$ cat src/rtl/ray_gen_if.sv
// FIFO write bus between the ray generator and the p_hit input FIFOs.
// Lanes: [0] origin_1, [1] origin_2, [2] dir_1, [3] dir_2.
interface ray_gen_if;
  logic [3:0]       in_full;
  logic [3:0]       in_wr_en;
  logic [2:0][31:0] origin_1;
  logic [2:0][31:0] origin_2;
  logic [2:0][31:0] dir_1;
  logic [2:0][31:0] dir_2;

  modport master (
    input  in_full,
    output in_wr_en,
    output origin_1,
    output origin_2,
    output dir_1,
    output dir_2
  );

  modport slave (
    output in_full,
    input  in_wr_en,
    input  origin_1,
    input  origin_2,
    input  dir_1,
    input  dir_2
  );
endinterface

$ cat src/rtl/ray_gen.sv
// Pinhole-camera primary-ray generator: one Q16.16 ray per pixel in raster order,
// written to four lock-stepped FIFO lanes.
module ray_gen #(
  parameter int unsigned Q_BITS   = 16,
  parameter int unsigned IMG_W    = 64,
  parameter int unsigned IMG_H    = 48,
  parameter logic [31:0] PIX_STEP = 32'h0000_0400
) (
  input  logic                       clock,
  input  logic                       reset,
  input  logic                       start,
  input  logic [2:0][31:0]           cam_origin,
  input  logic [31:0]                focal,
  ray_gen_if.master                  fifo,
  output logic                       busy,
  output logic                       done,
  output logic [$clog2(IMG_W)-1:0]   pix_x,
  output logic [$clog2(IMG_H)-1:0]   pix_y
);

  localparam int unsigned XW = $clog2(IMG_W);
  localparam int unsigned YW = $clog2(IMG_H);

  localparam logic [31:0] HalfW = 32'(IMG_W / 2);
  localparam logic [31:0] HalfH = 32'(IMG_H / 2);
  localparam logic [31:0] DirX0 = 32'd0 - (HalfW * PIX_STEP);
  localparam logic [31:0] DirY0 = HalfH * PIX_STEP;

  if (Q_BITS == 0 || Q_BITS > 31 || IMG_W < 2 || IMG_H < 2 || IMG_W % 2 != 0 ||
      IMG_H % 2 != 0) begin : g_bad_params
    $error("ray_gen: unsupported parameter set");
  end

  typedef enum logic [1:0] {StIdle, StEmit, StDone} state_e;

  state_e state_q, state_d;

  logic [2:0][31:0] origin_q;
  logic [31:0]      focal_q;
  logic [31:0]      dir_x_q;
  logic [31:0]      dir_y_q;
  logic [XW-1:0]    pix_x_q;
  logic [YW-1:0]    pix_y_q;

  logic accept;
  logic last_x;
  logic last_pix;

  // All four lanes advance together; any full lane stalls the whole ray.
  assign accept   = (state_q == StEmit) && (fifo.in_full == 4'b0000);
  assign last_x   = (pix_x_q == XW'(IMG_W - 1));
  assign last_pix = last_x && (pix_y_q == YW'(IMG_H - 1));

  always_ff @(posedge clock or posedge reset) begin
    if (reset) begin
      state_q <= StIdle;
    end else begin
      state_q <= state_d;
    end
  end

  always_comb begin
    state_d = state_q;
    unique case (state_q)
      StIdle:  if (start) state_d = StEmit;
      StEmit:  if (accept && last_pix) state_d = StDone;
      StDone:  state_d = StIdle;
      default: state_d = StIdle;
    endcase
  end

  always_comb begin
    fifo.in_wr_en = {4{accept}};
    busy          = (state_q == StEmit);
    done          = (state_q == StDone);
    fifo.origin_1 = origin_q;
    fifo.origin_2 = origin_q;
    fifo.dir_1    = {focal_q, dir_y_q, dir_x_q};
    fifo.dir_2    = {focal_q, dir_y_q, dir_x_q};
    pix_x         = pix_x_q;
    pix_y         = pix_y_q;
  end

  // Directions are accumulated per accepted write rather than multiplied out.
  always_ff @(posedge clock or posedge reset) begin
    if (reset) begin
      origin_q <= '0;
      focal_q  <= '0;
      dir_x_q  <= '0;
      dir_y_q  <= '0;
      pix_x_q  <= '0;
      pix_y_q  <= '0;
    end else if ((state_q == StIdle) && start) begin
      origin_q <= cam_origin;
      focal_q  <= focal;
      dir_x_q  <= DirX0;
      dir_y_q  <= DirY0;
      pix_x_q  <= '0;
      pix_y_q  <= '0;
    end else if (accept) begin
      if (last_x) begin
        pix_x_q <= '0;
        dir_x_q <= DirX0;
        pix_y_q <= pix_y_q + YW'(1);
        dir_y_q <= dir_y_q - PIX_STEP;
      end else begin
        pix_x_q <= pix_x_q + XW'(1);
        dir_x_q <= dir_x_q + PIX_STEP;
      end
    end
  end

endmodule
$ cat src/flat_wrapper.sv
// flat-port wrapper written by rule: the top's interface ports become plain ports
module ray_gen_flat 
#(
  parameter int unsigned Q_BITS   = 16,
  parameter int unsigned IMG_W    = 64,
  parameter int unsigned IMG_H    = 48,
  parameter logic [31:0] PIX_STEP = 32'h0000_0400
)
  (clock, reset, start, cam_origin, focal, busy, done, pix_x, pix_y, fifo_in_full, fifo_in_wr_en, fifo_origin_1, fifo_origin_2, fifo_dir_1, fifo_dir_2);
  ray_gen_if fifo_i ();
  input  logic clock;
  input  logic reset;
  input  logic start;
  input  logic [2:0][31:0] cam_origin;
  input  logic [31:0] focal;
  output logic busy;
  output logic done;
  output logic [$clog2(IMG_W)-1:0] pix_x;
  output logic [$clog2(IMG_H)-1:0] pix_y;
  input wire logic [$bits(fifo_i.in_full)-1:0] fifo_in_full;
  output wire logic [$bits(fifo_i.in_wr_en)-1:0] fifo_in_wr_en;
  output wire logic [$bits(fifo_i.origin_1)-1:0] fifo_origin_1;
  output wire logic [$bits(fifo_i.origin_2)-1:0] fifo_origin_2;
  output wire logic [$bits(fifo_i.dir_1)-1:0] fifo_dir_1;
  output wire logic [$bits(fifo_i.dir_2)-1:0] fifo_dir_2;
  assign fifo_i.in_full = fifo_in_full;
  assign fifo_in_wr_en = fifo_i.in_wr_en;
  assign fifo_origin_1 = fifo_i.origin_1;
  assign fifo_origin_2 = fifo_i.origin_2;
  assign fifo_dir_1 = fifo_i.dir_1;
  assign fifo_dir_2 = fifo_i.dir_2;
  ray_gen #(.Q_BITS(Q_BITS), .IMG_W(IMG_W), .IMG_H(IMG_H), .PIX_STEP(PIX_STEP)) u_core (.clock(clock), .reset(reset), .start(start), .cam_origin(cam_origin), .focal(focal), .fifo(fifo_i), .busy(busy), .done(done), .pix_x(pix_x), .pix_y(pix_y));
endmodule
$ cat config.mk
export PLATFORM = sky130hd
export DESIGN_NAME = ray_gen_flat
export DESIGN_NICKNAME = d
export VERILOG_FILES = /design/src/rtl/ray_gen_if.sv /design/src/rtl/ray_gen.sv /design/src/flat_wrapper.sv
export SDC_FILE = /design/constraint.sdc
export NUM_CORES = 1
export LEC_CHECK = 0
export ABC_AREA = 0
export BUFFER_PORTS_ARGS = -buffer_cell sky130_fd_sc_hd__buf_2
export CAP_MARGIN = 20
export CORE_AREA = 2 2 207 209
export CTS_BUF_LIST = sky130_fd_sc_hd__clkbuf_2 sky130_fd_sc_hd__clkbuf_4 sky130_fd_sc_hd__clkbuf_8
export DETAILED_ROUTE_END_ITERATION = 7
export DIE_AREA = 0 0 209 211
export GPL_TIMING_DRIVEN = 0
export SLEW_MARGIN = 20
export SYNTH_ARGS = -nofsm -noshare
export SYNTH_HDL_FRONTEND = slang
export SYNTH_SLANG_ARGS = --single-unit
$ cat constraint.sdc
create_clock -name clock -period 12 [get_ports clock]
set_input_delay 0.6 -clock clock [delete_from_list [all_inputs] [get_ports clock]]
set_output_delay 0.6 -clock clock [all_outputs]
set_load 0.05 [all_outputs]
# Word-level counts from Yosys, hierarchy flattened
# Index checks and enable logic that the tools add are counted.
[totals] ff_bits=206 input_bits=135 out_inout_bits=402 word_cells=44
[op_classes] addsub=4 eq_ne=6 mux=15 n_reduce_logical=10
[op_table] operator="32-bit two-way mux" count=6
[op_table] operator="6-bit two-way mux" count=6
[op_table] operator="32-bit by 11-bit adder with 32-bit output (second input constant)" count=1
[op_table] operator="32-bit by 11-bit subtractor with 32-bit output (second input constant)" count=1
[op_table] operator="6-bit by 1-bit adder with 6-bit output (second input constant)" count=2
[op_table] operator="6-bit == test (second input constant)" count=2
[op_table] operator="1-bit logical AND" count=4
[op_table] operator="4-bit zero test" count=1
[op_table] operator="2-bit two-way mux" count=2
[op_table] operator="2-bit case mux with 2 select lines" count=1
[op_table] operator="2-bit AND reduction" count=2
[op_table] operator="2-bit nonzero test" count=2
[op_table] operator="2-bit by 1-bit == test with 1-bit output (second input constant)" count=1
[op_table] operator="2-bit == test (second input constant)" count=1
[op_table] operator="2-bit zero test" count=1
[op_table] operator="2-bit by 1-bit != test with 1-bit output (second input constant)" count=1
[op_table] operator="2-bit != test (second input constant)" count=1

# Depth between registers and ports, before layout
[logic_depth] depth_word=5 depth_mapped=7 mapped_depth_nobuf=6

# Worst setup path after synthesis
# OpenSTA, ideal clock, no wires.
[synth_timing] kind="reg-to-reg" start="register u_core.dir_y_q[15]" end="register u_core.dir_y_q[22]" setup_ns=0.067 arrival_time_ns=2.242 t_required_ns=11.933 setup_slack_ns=9.691 stages_incl_launch_ff=6 n_path_buf=1 synth_period_minus_slack_ns=2.309 cell_sequence="dfrtp_1 or4_1 buf_2 or4_1 or4_1 nand2_1"
[synth_between] elab_chain_cells=4
[synth_rtl] item="start: declaration" line="ray_gen.sv:41" rtl="logic [31:0] dir_y_q;"
[synth_rtl] item="start signal: assignment" line="ray_gen.sv:97" rtl="dir_y_q <= DirY0;"
[synth_rtl] item="start signal: assignment" line="ray_gen.sv:105" rtl="dir_y_q <= dir_y_q - PIX_STEP;"
[synth_rtl] item="32-bit by 11-bit subtractor with 32-bit output" line="ray_gen.sv:105"
[synth_rtl] item="32-bit two-way mux" line="ray_gen.sv:101" rtl="if (last_x) begin"
[synth_rtl] item="32-bit two-way mux" line="ray_gen.sv:100" rtl="end else if (accept) begin"
[synth_rtl] item="32-bit two-way mux" line="ray_gen.sv:93" rtl="end else if ((state_q == StIdle) && start) begin"
# No other way between the ends. The select of a mux whose other input is x is not followed.
# A chain may end at the register's enable or synchronous reset.

# Worst setup path in the final report
[layout_timing] start="register u_core.state_q[0]" end="register u_core.origin_q, in the netlist u_core.fifo.origin_1[41]"
[layout_between] elab_chain_cells=2
[layout_rtl] item="start: declaration" line="ray_gen.sv:36" rtl="state_e state_q, state_d;"
[layout_rtl] item="start signal: assignment" line="ray_gen.sv:56" rtl="state_q <= StIdle;"
[layout_rtl] item="start signal: assignment" line="ray_gen.sv:58" rtl="state_q <= state_d;"
[layout_rtl] item="2-bit zero test" line="ray_gen.sv:93"
[layout_rtl] item="1-bit logical AND" line="ray_gen.sv:93"
[layout_rtl] item="end signal: assignment" line="ray_gen.sv:94" rtl="origin_q <= cam_origin;"
[layout_rtl] item="end: declaration" line="ray_gen.sv:38" rtl="logic [2:0][31:0] origin_q;"
# No other way between the ends.

==> results by group <==
Die
  • Starting Density: a little under a quarter
  • Core area: between 40000 and 50000 sq um
  • Die Ht: ~210 um
  • Die X: ~210 um
  • Io pins: 537
  • Num rows: 75
  • Die Area: roughly 44000 sq um

Clock network
  • Htree depth: 4
  • Post-CTS Setup Repair Bufs: 0
  • Clock buffer depth: 2
  • Clk sinks: ~190
  • Post-CTS sizing: 0
  • Skew-Pair Late Insertion Delay: 0.49 ns
  • Hold_buf cts: 0
  • CTS buffer count: 17
  • CTS tree: yes
  • Worst-path clk slew: approximately 0.1 ns
  • CTS root buffer: clkbuf_8

Setup path
  • CP Data Required Time: between 10 and 15 ns
  • Crit path kind: reg -> reg
  • Largest stage delay on the critical path: roughly 0.75 ns
  • CP cell instances: nor3b_1 > clkbuf_1 > clkbuf_1 > clkbuf_1 > nand2_1 > nand2_1
  • Crit path launch type: flip-flop
  • CP max stage cell: clkbuf_1
  • Crit path capture type: flip-flop
  • Most frequent CP cell: clkbuf_1
  • Crit Path Max Fanout: 10
  • CP arrival: around 3.4 ns

STA
  • Fmax achieved: 0.333 GHz
  • Final Cycle Share: between 20% and 30%
  • Least-Margin Pin Slew: just over 0.9 ns
  • Slew Limit Fails: 0
  • Tmin final: 3.00 ns
  • Setup Skew: between 0.015 and 0.02 ns
  • Setup TNS: 0 ns
  • RSZ-0062 raised after global routing: false
  • Hold_ws: 0.184 ns
  • Slew HR: 38.3%
  • Setup Viol. Count Final: 0
  • Final hold vios: 0

Outcome
  • Outcome: finished, final reports clean

Power
  • Leak: ~0.0078 uW
  • Int Power: 1010 uW
  • Tot Pwr: 1640 uW
  • Clk pwr share: 28.2%
  • Comb pwr share: ~29%
  • Switching Power: between 600 and 700 uW
  • Sequential Power Share: around 43%
  • Max IR drop VDD: 72.5 uV
  • Sw Ratio: between 30% and 40%
  • Power per cell area: roughly 120 nW/um^2

Synthesis
  • Sequential element share of the synthesized area: around 50%
  • Syn_area_per_cell: 8.67 sq um
  • Fraction of registers with async set/reset: 100%
  • Ys Warns: 0
  • Post-Syn Instances: around 1100
  • Synth top area cells: dfrtp_1 49%, buf_4 17%, nand2_1 16%, clkbuf_1 1.7%, or4_1 1.6%
  • Post-Syn Area: 9580 sq um
  • Main synth FF type: dfrtp_1
  • Area fraction of the dominant cell type after synthesis: 48.6%
  • Cell accounting for the most synthesized area: dfrtp_1
  • Synthesized flop and latch total: ~190
  • Post-synth cell types: 48
  • Number of flops mapped to enable cells by yosys: 0

Route
  • WL/cell: roughly 14 um
  • Vias: slightly above 9000
  • Antenna-violating nets left: 0
  • Drt total wl: between 30 and 40 mm
  • Vias per Instance: 4.14
  • DRT iter0 DRCs: around 460
  • DRC: 0
  • Pre-Repair DR Iteration Count: 5

GRT
  • GRT Total Usage: ~14%
  • Vias in the first global route: between 8000 and 9000
  • Initial antenna violation count: 0
  • First-pass GRT wire length: ~50 mm
  • Grt total ovfl: 0
  • Largest net degree at the start of global routing: 95

Placement
  • Port bufs: about 500
  • Placer Congestion: 0.799
  • DP HPWL: about 25 mm

Finish
  • Layout cell share with drive strength beyond 1: between 40% and 50%
  • Multi-input logic area: approximately 3200 sq um
  • Nets: about 1800
  • FF/Latch Area: 4650 sq um
  • Antenna fix cells: 0
  • FILL cells: between 4000 and 5000
  • Area delta synth->final: 39.2%

Run
  • Max-cap viol count: 0

Worst hold path
  • Hold Crit Class: in -> async
cells in the final DEF (no fill, tap or decap), types with 2 or more instances in the layout:
cell / n
inv_6: 4
nor4b_1: 2
nor3_1: 10
o31ai_1: 7
ha_1: 4
and3_1: 4
nor3b_1: 2
nand2_1: 413
xnor2_1: 3
inv_8: 2
mux2i_1: 4
a311oi_1: 6
bufinv_16: 3
and4_1: 8
nand3_1: 24
buf_4: 216
nor2_1: 17
o21ai_0: 16
or3_1: 10
or4_1: 21
nand4_1: 6
conb_1: 40
o31a_1: 4
nand2b_1: 7
o211ai_1: 10
a21oi_1: 8
inv_1: 20
o41ai_1: 4
nor4_1: 13
xor2_1: 2
nor2b_1: 2
a211oi_1: 3
a41o_1: 6
clkbuf_8: 19
clkbuf_1: 44
dfrtp_1: 186
buf_2: 499
o311ai_0: 4
sequential cells by signal, summed over array words and instances, names as in the netlist:
| signal | flops |
|---|---|
| u_core.focal_q | 32 |
| u_core.fifo.origin_1 | 96 |
| u_core.state_q | 2 |
| u_core.pix_y | 6 |
| u_core.dir_x_q | 22 |
| u_core.dir_y_q | 22 |
| u_core.pix_x | 6 |
synth_stat cells (2+ instances only):
master    instances
o211ai_1         10
nor2_1           17
clkbuf_1         44
buf_4           216
o21ai_0          16
o41ai_1           4
ha_1              4
o311ai_0          4
dfrtp_1         186
a311oi_1          6
xnor2_1           3
nand4_1           6
inv_1            21
a211oi_1          3
nand3_1          24
nor2b_1           2
a21oi_1           8
a41o_1            6
nor3_1           10
or3_1            10
nor3b_1           2
and3_1            4
xor2_1            2
o31ai_1           7
mux2i_1           4
and4_1            8
or4_1            21
nor4_1           13
nand2b_1          7
buf_2             3
nand2_1         413
nor4b_1           2
o31a_1            4
cell families (layout without fill, tap and decap cells):
logic type	after synthesis	count (layout)	synth area share, %
simple gates	548	548	25.0
buf+inv	286	813	19.7
flops	186	186	48.6
compound gates	71	71	5.34
xor+xnor	5	5	0.457
fa+ha+maj	4	4	0.522
mux	4	4	0.418
other cells	1	40	0.0391
layout make-up:
class	instances	area share (%)
sequential	186	34.9
multi-input combinational	672	23.9
timing repair buffer	497	18.8
buffer	264	13.5
tap	539	5.06
clock buffer	19	1.96
clock inverter	11	1.18
inverter	22	0.675
critical path: cells and delay by family, from the launching register on:
kind	cells	cell delay, ns
buf+inv	3	1.65
simple gates	3	0.84
flops	1	0.44
through the flow:
stage	cells	area, sq um	util [%]	setup WS, ns
floorplan	1144	9730	-	6.34
global placement	2179	12900	30.9	4.02
detailed placement	2180	12900	30.9	8.64
CTS	2210	13300	31.9	8.89
global route	2210	13300	31.9	8.75
finish	2210	13300	31.9	9.00
worst paths after layout:
check | from | end | slack, ns | cells after the start
max in group asynchronous | reset | u_core.pix_y[0] | 10.87 | 3
worst min-delay path | reset | u_core.focal_q[27] | 0.18 | 2
min in group clock | focal[22] | u_core.focal_q[22] | 0.28 | 3
worst min register to register | u_core.fifo.origin_1[31] | u_core.fifo.origin_1[31] | 0.51 | 2
worst max register to register | u_core.state_q[0] | u_core.fifo.origin_1[41] | 9.00 | 6
worst max-delay path | u_core.state_q[0] | u_core.fifo.origin_1[41] | 9.00 | 6
power by group through the flow:
| stage | Sequential, uW | Combinational (uW) | Clock (uW) |
|---|---|---|---|
| after global routing | 711 | 502 | 511 |
| after global placement | 716 | 475 | 0 |
| final | 704 | 476 | 463 |
| after detailed placement | 716 | 479 | 0 |
| after floorplan | 827 | 250 | 0 |
| after CTS | 705 | 479 | 489 |
layer usage:
layer	share of wire (%)	GRT usage, %	routed length [um]	up-vias
met5	0	0	0	-
met2	51	24.2	16200	318
met3	5.5	2.93	1770	22
li1	-	-	-	4447
met1	43	18.1	13700	4373
met4	1.1	4.04	353	0
(Power assumes the default switching activity.)
